File: config.mk
export PLATFORM = sky130hd
export DESIGN_NAME = wb_commit_unit
export DESIGN_NICKNAME = d
export VERILOG_FILES = /design/src/rtl/wb_commit_unit.sv
export SDC_FILE = /design/constraint.sdc
export NUM_CORES = 1
export LEC_CHECK = 0
export CAP_MARGIN = 25
export CORE_MARGIN = 2
export CORE_UTILIZATION = 55
export CTS_CLUSTER_SIZE = 16
export DETAILED_ROUTE_END_ITERATION = 6
export GPL_TIMING_DRIVEN = 0
export PLACE_DENSITY_LB_ADDON = 0.15
export SYNTH_ARGS = -nofsm -noshare
export SYNTH_HDL_FRONTEND = slang
export SYNTH_SLANG_ARGS = --single-unit
File: constraint.sdc
create_clock -name clk -period 28.2 [get_ports clk]
set_clock_uncertainty 0.05 [all_clocks]
set_input_delay 5.64 -clock clk [delete_from_list [all_inputs] [get_ports clk]]
set_output_delay 5.64 -clock clk [all_outputs]
set_load 0.01 [all_outputs]
File: src/rtl/wb_commit_unit.sv
// Write-back commit stage: selects and extends the GPR write value, drives the register-file
// write port and queues one trace record per retired instruction for a valid/ready debug port.
module wb_commit_unit #(
   parameter int TRACE_DEPTH = 8
) (
   input  logic        clk,
   input  logic        rst,
   input  logic        WB_Valid,
   input  logic [31:0] WB_PC,
   input  logic [1:0]  WB_WbSel,
   input  logic [4:0]  WB_Dst,
   input  logic        WB_RegsWr,
   input  logic        WB_Except,
   input  logic [31:0] WB_ALUOut,
   input  logic [31:0] WB_Hi,
   input  logic [31:0] WB_DMOut,
   input  logic [1:0]  WB_LoadSize,
   input  logic        WB_LoadSign,
   output logic        WB_Stall,
   output logic        RF_We,
   output logic [4:0]  RF_Waddr,
   output logic [31:0] RF_Wdata,
   output logic        Trace_Valid,
   input  logic        Trace_Ready,
   output logic [31:0] Trace_PC,
   output logic [3:0]  Trace_Wen,
   output logic [4:0]  Trace_Waddr,
   output logic [31:0] Trace_Wdata,
   output logic [31:0] Commit_Count
);

   localparam int AW = $clog2(TRACE_DEPTH);
   localparam int CW = AW + 1;
   localparam logic [CW-1:0] FULL_CNT = CW'(TRACE_DEPTH);

   typedef struct packed {
      logic [31:0] pc;
      logic        wen;
      logic [4:0]  waddr;
      logic [31:0] wdata;
   } rec_t;

   rec_t          mem [TRACE_DEPTH];
   rec_t          head;
   logic [AW-1:0] rd_ptr;
   logic [AW-1:0] wr_ptr;
   logic [CW-1:0] count;
   logic [31:0]   commit_cnt;
   logic [31:0]   wdata;
   logic          full;
   logic          commit;
   logic          push;
   logic          pop;

   function automatic logic [31:0] load_extract(input logic [31:0] word, input logic [1:0] off,
                                                input logic [1:0] size, input logic sgn);
      logic [7:0]  b;
      logic [15:0] h;
      case (off)
         2'd0:    b = word[7:0];
         2'd1:    b = word[15:8];
         2'd2:    b = word[23:16];
         default: b = word[31:24];
      endcase
      h = off[1] ? word[31:16] : word[15:0];
      case (size)
         2'b00:   load_extract = {{24{sgn & b[7]}}, b};
         2'b01:   load_extract = {{16{sgn & h[15]}}, h};
         default: load_extract = word;
      endcase
   endfunction

   always_comb begin
      wdata = WB_ALUOut;
      case (WB_WbSel)
         2'b01:   wdata = load_extract(WB_DMOut, WB_ALUOut[1:0], WB_LoadSize, WB_LoadSign);
         2'b10:   wdata = WB_PC + 32'd8;
         2'b11:   wdata = WB_Hi;
         default: wdata = WB_ALUOut;
      endcase
   end

   // A full FIFO only blocks when the consumer is not draining this cycle.
   assign full     = (count == FULL_CNT);
   assign WB_Stall = WB_Valid & ~WB_Except & full & ~Trace_Ready;
   assign commit   = WB_Valid & ~WB_Except & ~WB_Stall;
   assign push     = commit;
   assign pop      = Trace_Valid & Trace_Ready;

   assign RF_We    = commit & WB_RegsWr & (WB_Dst != 5'd0);
   assign RF_Waddr = WB_Dst;
   assign RF_Wdata = wdata;

   assign head         = mem[rd_ptr];
   assign Trace_Valid  = (count != '0);
   assign Trace_PC     = head.pc;
   assign Trace_Wen    = {4{head.wen}};
   assign Trace_Waddr  = head.waddr;
   assign Trace_Wdata  = head.wdata;
   assign Commit_Count = commit_cnt;

   always_ff @(posedge clk or posedge rst) begin
      if (rst) begin
         rd_ptr     <= '0;
         wr_ptr     <= '0;
         count      <= '0;
         commit_cnt <= '0;
      end else begin
         if (push) wr_ptr <= wr_ptr + 1'b1;
         if (pop)  rd_ptr <= rd_ptr + 1'b1;
         case ({push, pop})
            2'b10:   count <= count + 1'b1;
            2'b01:   count <= count - 1'b1;
            default: count <= count;
         endcase
         if (commit) commit_cnt <= commit_cnt + 32'd1;
      end
   end

   // Record storage carries no reset; occupancy alone decides what is visible.
   always_ff @(posedge clk) begin
      if (push) mem[wr_ptr] <= '{pc: WB_PC, wen: RF_We, waddr: WB_Dst, wdata: wdata};
   end

endmodule

# Word-level counts from Yosys, hierarchy flattened
# Memory sizes are Yosys's and may differ from the RTL's.
# Index checks and enable logic that the tools add are counted.
dict set report word_totals {
  ff_bits 42
  latch_bits 0
  ramBits 560
  rom_bits 0
  wordCells 45
  n_memories 1
}
dict set report op_classes {
  addsub 6
  multipliers 0
  div_mod_pow 0
  n_lt_le_gt_ge 0
  n_eq_ne 9
  shift 0
  muxes 8
  n_bitwise 12
  n_reduce_logical 5
}
# name depth word_bits read_ports rd_ports_with_merged_regs wr line_no
set mem_list {}
lappend mem_list {mem 8 70 1 0 1 43} ;# rec_t mem [TRACE_DEPTH];
# cell n
set op_table {}
lappend op_table {{32-bit one-hot mux with 3 select lines} 1}
lappend op_table {{32-bit one-hot mux with 2 select lines} 1}
lappend op_table {{32-bit by 1-bit adder with 32-bit output (second input constant)} 1}
lappend op_table {{32-bit by 4-bit adder with 32-bit output (second input constant)} 1}
lappend op_table {{8-bit one-hot mux with 3 select lines} 1}
lappend op_table {{16-bit 2-to-1 mux} 1}
lappend op_table {{1-bit bitwise AND} 9}
lappend op_table {{2-bit by 1-bit equality test with 1-bit output (second input constant)} 4}
lappend op_table {{2-bit equality test (second input constant)} 4}
lappend op_table {{8-bit 2-to-1 mux} 1}
lappend op_table {{4-bit one-hot mux with 2 select lines} 1}
lappend op_table {{3-bit by 1-bit adder with 3-bit output (second input constant)} 2}
lappend op_table {{5-bit nonzero test} 1}
lappend op_table {{4-bit by 1-bit adder with 4-bit output (second input constant)} 1}
lappend op_table {{4-bit equality test (second input constant)} 1}
lappend op_table {{2-bit zero test} 2}
lappend op_table {{4-bit nonzero test} 1}
lappend op_table {{4-bit by 1-bit subtractor with 4-bit output (second input constant)} 1}
lappend op_table {{1-bit NOT} 3}
lappend op_table {{1-bit 2-to-1 mux} 2}
lappend op_table {{2-bit nonzero test} 1}

# Logic depth before layout (Yosys ltp)
# Gate-level depths: netlist of run 1.
dict set report depth {
  depth_word 8
  mapped_depth 11
  mapped_depth_nobuf 10
}

# Worst setup path before layout of run 1
# Ideal clock, no wire load.
dict set report synth_path {
  path_type {input -> register}
  from {in WB_Except}
  to {mem mem[4][0] (netlist bit) (enable)}
  t_arrival_ns 13.728
  required_time_ns 27.454
  slack_ns 13.726
  stages 5
  path_buffers 1
  cell_sequence {nand2b_1 a21oi_1 inv_2 buf_2 nor4b_1}
}
dict set report synth_via {
  elab_chain_cells 8
}
# item line_no
set synth_rtl {}
lappend synth_rtl {{start: declaration} 13} ;# input logic WB_Except,
lappend synth_rtl {{1-bit NOT (*)} {85, 86}}
lappend synth_rtl {{1-bit bitwise AND (*)} {85, 86}}
lappend synth_rtl {{1-bit bitwise AND (2 in a row)} 85} ;# assign WB_Stall = WB_Valid & ~WB_Except & full & ~Trace_Ready;
lappend synth_rtl {{1-bit NOT} 86} ;# assign commit = WB_Valid & ~WB_Except & ~WB_Stall;
lappend synth_rtl {{1-bit bitwise AND (*)} 86}
lappend synth_rtl {{1-bit 2-to-1 mux (*)} 122} ;# if (push) mem[wr_ptr] <= '{pc: WB_PC, wen: RF_We, waddr: WB_Dst, wdata: wdata};
lappend synth_rtl {{1-bit 2-to-1 mux (implied by the code) (*)} 122}
lappend synth_rtl {{end: declaration} 43}
# Every way passes the cells marked *; elsewhere a longest branch is shown, timed or not.

# Worst setup path after layout of run 1
dict set report layout_path {
  from {in WB_PC[6]}
  to {out RF_Wdata[28]}
}
dict set report layout_via {
  elab_chain_cells 2
}
# item line_no
set layout_rtl {}
lappend layout_rtl {{start: declaration} 9} ;# input logic [31:0] WB_PC,
lappend layout_rtl {{32-bit by 4-bit adder with 32-bit output} 77} ;# 2'b10: wdata = WB_PC + 32'd8;
lappend layout_rtl {{32-bit one-hot mux with 3 select lines} 75} ;# case (WB_WbSel)
lappend layout_rtl {{end: declaration} 22} ;# output logic [31:0] RF_Wdata,
# No other way between the ends.

==> summary by stage, run 1 <==
Die
The floorplan step set the die width to approximately 220 µm. The floorplan step defined a core boundary enclosing 45,200 µm². The number of top-level pins is 289.

The floorplan row count is 78. The floorplan step defined a die boundary enclosing 47,400 µm². The starting utilization of the core area is 55.6%.

The die extent in y is between 200 and 250 µm.

Layout
In the final layout, the share of cells above drive strength 1 is 23.2%. The number of nets in the finished design is between 1,500 and 2,000. Relative to the synthesized area, the layout overhead comes to 24.7%.

Route
The uppermost signal routing layer after detailed routing is met5. Detailed routing placed a total of 6.85 mm of wire on met3. The count of unresolved DRC violations after routing is 0.

The total wire length is 65.1 mm. The total vias in the final route is 14,600. The number of violations reported at the end of detailed-routing iteration 0 is 1,581.

After detailed routing, the average wire length per cell comes to 27.0 µm. The first-pass iteration count of the detailed router is 5. Dividing the detail-routed via count by the number of cells gives slightly above 6. Wire segments on met2 add up to 31.0 mm in the final route. The detailed-routing wirelength on met1 is 25.1 mm.

Once detail routing completed, the nets flagged for antenna violations numbered 0.

Setup path
The kind of critical path is in -> out. The critical-path maximum fanout is 13. The worst setup path is captured at an output pin. Walking the worst path, the cells encountered are clkdlybuf4s50_1 > nand4_1 > nor2_1 > nand3_1 > or4_1 > a31oi_1 > clkdlybuf4s50_1.

The cell that appears most often on the critical path is clkdlybuf4s50_1. The highest-delay cell along the critical path is clkdlybuf4s50_1. The worst setup path is launched from an input pin. The endpoint arrival time on the critical path is ~9.5 ns.

The stage delay of the slowest cell on the critical path is around 0.83 ns. The data required time at the worst endpoint is 22.51 ns.

Synthesis
The share of async-settable or async-resettable flops after synthesis is under 10%. The number of enable-type register cells in the synthesized netlist is 560. When the netlist entered floorplanning its net count stood at 1,492. The area share of the largest cell type after synthesis is 67.0%. Counting flops and latches in the post-synthesis netlist gives 602. Among all cell types in the netlist, the one instantiated most often is edfxtp_1. The post-synthesis cell type with the largest combined area is edfxtp_1. Sequential cells were found to cover 71.2% of the synthesized design area. After synthesis, the netlist uses 69 different library cells. Sorting the synthesized cells by area gives the leading types as edfxtp_1 67%, mux4_2 13%, dfrtp_1 4.2%. For this run, the leading register cell type out of synthesis is edfxtp_1. The count of warnings emitted by yosys is 0. The cell count after synthesis is roughly 1,300. Sorting the synthesized cells by how often they occur yields 560 x edfxtp_1, 143 x mux4_2, 74 x mux2_2.

Summing every instance area after synthesis gives 25,100 µm². A synthesized cell averages 18.7 µm².

Run status
The run finished with clean final reports.

Clocking
The H-tree depth is 2. In this run the clock root is driven by a clkbuf_16. The total of cells resized after clock tree synthesis is 0. In this run, post-CTS hold repair placed 0 buffers. After clock tree synthesis, the setup repair step added 0 buffers. The CTS buffer count is just under 60. No sink is reached through more buffers than the 3 on the longest clock path.

The TritonCTS clock tree is done. The number of sinks on the clock net is 602. The register clock-pin slew on the reported worst setup and hold paths is around 0.060 ns. The latest clock arrival within the worst-skew pair is between 0.6 and 0.7 ns.

GRT
The maximum number of pins on one net before global-route repair is 43. The via count of the first global-routing pass is approximately 15,000. Across every metal layer, demand over resource in global routing totals 27.9%.

The number of antenna violations at the first check in global routing is 9. The first global-routing pass estimated between 90 and 100 mm of wire. For this run the aggregate overflow at the end of global routing stands at 0.

Timing
The maximum clock frequency is ~66 MHz. The measured slew at the worst slew-check pin is around 1.0 ns. The count of final hold-check violations is 0. The sum of negative setup slack is 0 ns.

The smallest clock period supported by the final layout is computed as 15.18 ns. The post-route fraction of the period consumed by the critical path is 53.8%. The headroom to the max-slew limit is 30.4%. Setup repair after global routing left no endpoint under its margin. The number of max-slew violations in the final report is 0. Setup violations remaining at the end of the flow were counted as 0.

Power
The design draws between 2 and 3 mW. The power density relative to cell area is 88.0 nW/µm². In this run the static leakage power is 10.4 nW. The maximum VDD drop is about 0.056 mV.

Placement
The final estimated routing congestion in global placement is 0.933. The detailed-placement wirelength estimate is 46.9 mm. In this run the tool buffered the top-level ports with 286 buffer cells.

Hold path
The worst hold path belongs to the class reg -> reg.

Job
The count of maximum capacitance violations is 0.
through the flow:
stage          hold WS (ns)  instance area [µm²]  utilization, %  setup WS [ns]  instances
4_1_cts               0.425                31300            69.2          13.02       2405
2_1_floorplan         0.397                25100               -          13.73       1340
3_5_place_dp          0.416                29500            65.3          13.03       2299
5_1_grt               0.433                31300            69.3          12.79       2410
6_report              0.423                31300            69.3          13.02       2412
3_3_place_gp          0.408                28700            63.6           6.12       2226
routing by layer:
| metal | track usage, % | up-vias |
|---|---|---|
| met1 | 38.2 | 7500 |
| met2 | 43.5 | 703 |
| li1 | - | 6306 |
| met5 | 0 | - |
| met3 | 8.21 | 109 |
| met4 | 9.38 | 8 |
report_power, final:
| part | total, mW | switching (mW) | internal [mW] | leakage (nW) |
|---|---|---|---|---|
| clock | 0.730 | 0.322 | 0.408 | 0.871 |
| sequential | 1.08 | 0.0246 | 1.06 | 5.61 |
| combinational | 0.943 | 0.444 | 0.499 | 3.93 |
state kept, by name (all words and copies together) (netlist names):
name          flops
count             4
Commit_Count     32
rd_ptr            3
mem             560
wr_ptr            3
layout make-up:
cell class / count / area (µm²)
fill: 2991 / 13900
clock inverter: 41 / 279
tap: 600 / 751
buffer: 77 / 352
multi-input combinational: 637 / 6840
timing repair buffer: 362 / 3610
antenna: 4 / 10.0
inverter: 24 / 90.1
sequential: 602 / 17900
clock buffer: 65 / 1500
cells by family after synthesis:
| kind of cell | after synthesis | share of synthesized area, % |
|---|---|---|
| buffers and inverters | 101 | 1.76 |
| muxes | 224 | 16.4 |
| DFF | 602 | 71.2 |
| adders and majority gates | 8 | 0.429 |
| xor gates and xnor gates | 59 | 2.06 |
| AOI/OAI and AO/OA | 130 | 3.72 |
| and+or+nand+nor | 216 | 4.44 |
worst paths after layout:
path                                   from          endpoint  slack, ns  cells after the start
max reg2reg                        count[3]        mem[4][23]      24.71                      9
min reg2reg                Commit_Count[31]  Commit_Count[31]       0.42                      1
max in group asynchronous               rst  Commit_Count[18]      22.06                      2
min                        Commit_Count[31]  Commit_Count[31]       0.42                      1
max                                WB_PC[6]      RF_Wdata[28]      13.02                      7
min in group asynchronous               rst  Commit_Count[22]       5.47                      2
cell usage in the layout, fill, tap and decap left out, types with 17 or more instances in the layout:
master,instances
buf_4,42
mux4_2,143
edfxtp_1,560
o21ai_0,29
inv_1,22
xnor2_1,34
dfrtp_1,42
nor2_1,44
nand2_1,69
clkinv_1,19
a21oi_1,17
buf_6,33
mux2_2,74
clkbuf_16,59
xor2_1,25
nand3_1,26
clkbuf_1,51
clkdlybuf4s50_1,286
critical path: cells and delay by family:
family                 cells  cell delay, ns
and+or+nand+nor            4            1.58
buffers and inverters      2            1.53
AOI/OAI and AO/OA          1            0.71
Note: power is estimated with default switching activity, not from simulation.
==> run 2: changes to the inputs <==
--- a/config.mk
+++ b/config.mk
@@ -7,7 +7,7 @@
 export LEC_CHECK = 0
 export CAP_MARGIN = 25
 export CORE_MARGIN = 2
-export CORE_UTILIZATION = 55
+export CORE_UTILIZATION = 51
 export CTS_CLUSTER_SIZE = 16
 export DETAILED_ROUTE_END_ITERATION = 6
 export GPL_TIMING_DRIVEN = 0
==> constraint.sdc (replaced) <==
create_clock -name clk -period 13 [get_ports clk]
set_clock_uncertainty 0.05 [all_clocks]
set_input_delay 2.6 -clock clk [delete_from_list [all_inputs] [get_ports clk]]
set_output_delay 2.6 -clock clk [all_outputs]
set_load 0.01 [all_outputs]
==> run 2 against run 1 <==
Compared with the run above:
- worst hold slack lost 0.0016 ns
- core utilization shrank 4.7 points
- final area grew 0.64%
- die area grew 7.7%
- sequential share of layout area shrank 0.36 points
- critical path type unchanged
- highest routed layer unchanged
==> summary by stage, run 2 (synthesized netlist as in run 1, its figures left out) <==
Setup path
The nature of the critical path startpoint is an input pin. Together, buffers and inverters on the worst path number 2. The reg-to-reg endpoint is mem[2][3]. In this run the register-to-register setup slack is 9.47 ns. The number of cells traversed by the worst register-to-register path is 9.

The gate family responsible for the most delay along the worst path is simple AND/OR/NAND/NOR gates. Data arrives at the worst endpoint at 6.41 ns. The critical path in this run is classified as in -> out. The critical-path maximum fanout is 14. Among all stages on the critical path, the largest delay is contributed by clkdlybuf4s50_1. For this run, the slowest stage of the critical path takes 0.81 ns. The most critical setup path has its endpoint at RF_Wdata[28]. The critical path goes through clkdlybuf4s50_1 > nand4_1 > nor2_1 > nand3_1 > or4_1 > a31oi_1 > clkdlybuf4s50_1. The critical path endpoint category is an output pin. The most prevalent standard cell on the critical path is clkdlybuf4s50_1.

Counting buffers and inverters, the worst setup path is 7 cells deep. The startpoint identified for the worst register-to-register timing path is count[3]. The worst setup path startpoint is WB_PC[5]. The data required time at the worst endpoint is 10.35 ns.

Route
Across all layers, the routed design uses 14,800 vias. The count of nets left with antenna violations once routing finished came out at 0. The first routing iteration left 1,682 violations. In the routed design, unresolved DRC markers number 0.

The first-pass iteration count of the detailed router is 7. The total wire length is ~67 mm. In the final routed layout, each cell accounts on average for 26.9 µm. After detailed routing, the number of vias per cell comes to between 5 and 6.

GRT
Summed over all layers, the global routing overflow is 0. The overall fraction of global-route tracks in use is about a quarter. The wire length of the first global-routing pass is 96.0 mm.

The via count of the first global-routing pass is ~15,000. The number of antenna violations at the first check in global routing was 10. Entering global routing, the biggest net connects between 40 and 50 pins.

Clocking
Clock-pin slew was measured on the worst setup and hold paths at ~0.06 ns. The H-tree generated during clock tree synthesis spans 2 levels. The tree is rooted in a clkbuf_16. In this run, post-CTS repair resized a total of 0 instances.

The latest clock arrival within the worst-skew pair is 0.60 ns. TritonCTS built the clock tree. The maximum count of clock buffers along a single path is 3. TritonCTS created 58 clock buffers. The post-cts hold buffer count is 0.

The number of sinks on the clock net is ~600. The count of buffers added by post-CTS timing repair for setup is 0.

Run status
The run finished with clean final reports.

Timing
Setup slack closes at approximately 4 ns. In this run the tightest slew margin relative to its limit is 33.0%. The final hold slack is 0.421 ns. The count of final hold-check violations is 0. Setup repair after global routing left no endpoint under its margin. The maximum clock frequency is 110 MHz.

The post-route fraction of the period consumed by the critical path is 69.7%. The time the final worst path needs with I/O delays and setup is 9.06 ns. The measured slew at the worst slew-check pin is a little under 1 ns. The number of failing setup endpoints in the final timing report is 0. The number of max-slew violations in the final report is 0.

Die
The die covers approximately 51,000 µm². In this run the core area contains 81 standard-cell rows. The initial utilization of the core area, before any placement, comes to 51.5%. 289 I/O pins were placed.

The die extent in y is around 230 µm. The placeable core area is 48,700 µm². The floorplan step set the die width to approximately 230 µm.

Layout
The sequential cell area is 17,900 µm². Of the cells placed in the final design, the portion with a size suffix greater than 1 is 23.3%. The number of flip-flops under the largest register name is 560. The register with the highest flop count is mem. The area of the multi-input gates is 6840 µm². The number of nets in the finished design is roughly 1,900. The core utilization of the finished layout is 64.6%. The most frequent standard cell in the layout excluding fill and tap cells is edfxtp_1. Fill cells in the final layout number around 3,500.

In the layout the commonest cells are 560 x edfxtp_1, 286 x clkdlybuf4s50_1, 143 x mux4_2. The signed area change from the synthesized netlist to the final layout is 25.5%. Summing all non-filler instances in the final layout gives an area of approximately 32,000 µm².

Placement
Summing all placed instances gives a cell area of 29,600 µm². The HPWL after detailed placement is 48.5 mm. The number of I/O port buffers is 286. The pre-CTS setup slack is 3.93 ns.

The final estimated routing congestion in global placement is 0.894.

Power
The worst-case IR drop observed on VDD is 0.106 mV. The leakage power of the design is ~10 nW. The power density relative to cell area is approximately 190 nW/µm².

Job
The count of maximum capacitance violations is 0.

Hold path
The classification of the worst-slack hold path is reg -> reg.
==> run 2: changes by cell type in the layout (fill, tap and decap cells not counted), sizes merged <==
cell | before | now
clkinvlp | 3 | 5
bufinv | 3 | 4
clkinv | 33 | 23
diode | 4 | 6
inv | 26 | 24
buf | 105 | 108
clkbuf | 113 | 124
==> run 2: metrics by stage <==
step | power, mW | setup TNS (ns) | cells
6_report | 6.06 | 0 | 2483
2_1_floorplan | 3.56 | 0 | 1340
3_3_place_gp | 4.44 | -1728.12 | 2290
4_1_cts | 6.11 | 0 | 2473
3_5_place_dp | 4.47 | 0 | 2366
5_1_grt | 6.30 | 0 | 2481
==> run 2: routing by layer <==
metal  share of wire [%]  wire [µm]  vias up  global-route usage (%)
met4                 2.6       1760       10                    8.37
met1                  40      26400     7634                    36.8
met2                  48      32000      689                    41.6
li1                    -          -     6307                       -
met5               0.085         57        -                       0
met3                  10       6660      112                    6.38
==> run 2: cell type report <==
class | instances | area share (%)
inverter | 24 | 0.286
sequential | 602 | 56.7
buffer | 77 | 1.12
antenna | 6 | 0.0477
multi-input combinational | 637 | 21.7
tap | 664 | 2.64
timing repair buffer | 366 | 11.6
clock buffer | 75 | 5.08
clock inverter | 32 | 0.818
==> run 2: power by group <==
group | switching [mW] | internal [mW] | leakage [nW] | total [mW]
sequential | 0.0529 | 2.30 | 5.61 | 2.35
combinational | 0.982 | 1.09 | 3.95 | 2.07
clock | 0.701 | 0.942 | 0.893 | 1.64
total | 1.74 | 4.33 | 10.4 | 6.06
==> run 2: worst min-delay path by stage <==
| stage | depth (start not counted) | to | start | slack [ns] |
|---|---|---|---|---|
| after global routing | 1 | Commit_Count[31] | Commit_Count[31] | 0.44 |
| after floorplan | 1 | count[3] | count[3] | 0.40 |
| after global placement | 1 | Commit_Count[31] | Commit_Count[31] | 0.41 |
| after CTS | 1 | Commit_Count[31] | Commit_Count[31] | 0.42 |
| after detailed placement | 1 | Commit_Count[31] | Commit_Count[31] | 0.40 |
| final | 1 | Commit_Count[31] | Commit_Count[31] | 0.42 |
==> run 2: worst reg2reg max path, cell delays in order, from the launching register on <==
cell,delay [ns]
dfrtp_1,0.39
nor2b_1,0.19
a21oi_1,0.58
inv_2,0.10
buf_2,0.26
nor4b_2,0.79
buf_4,0.32
buf_4,0.21
buf_4,0.17
buf_4,0.19
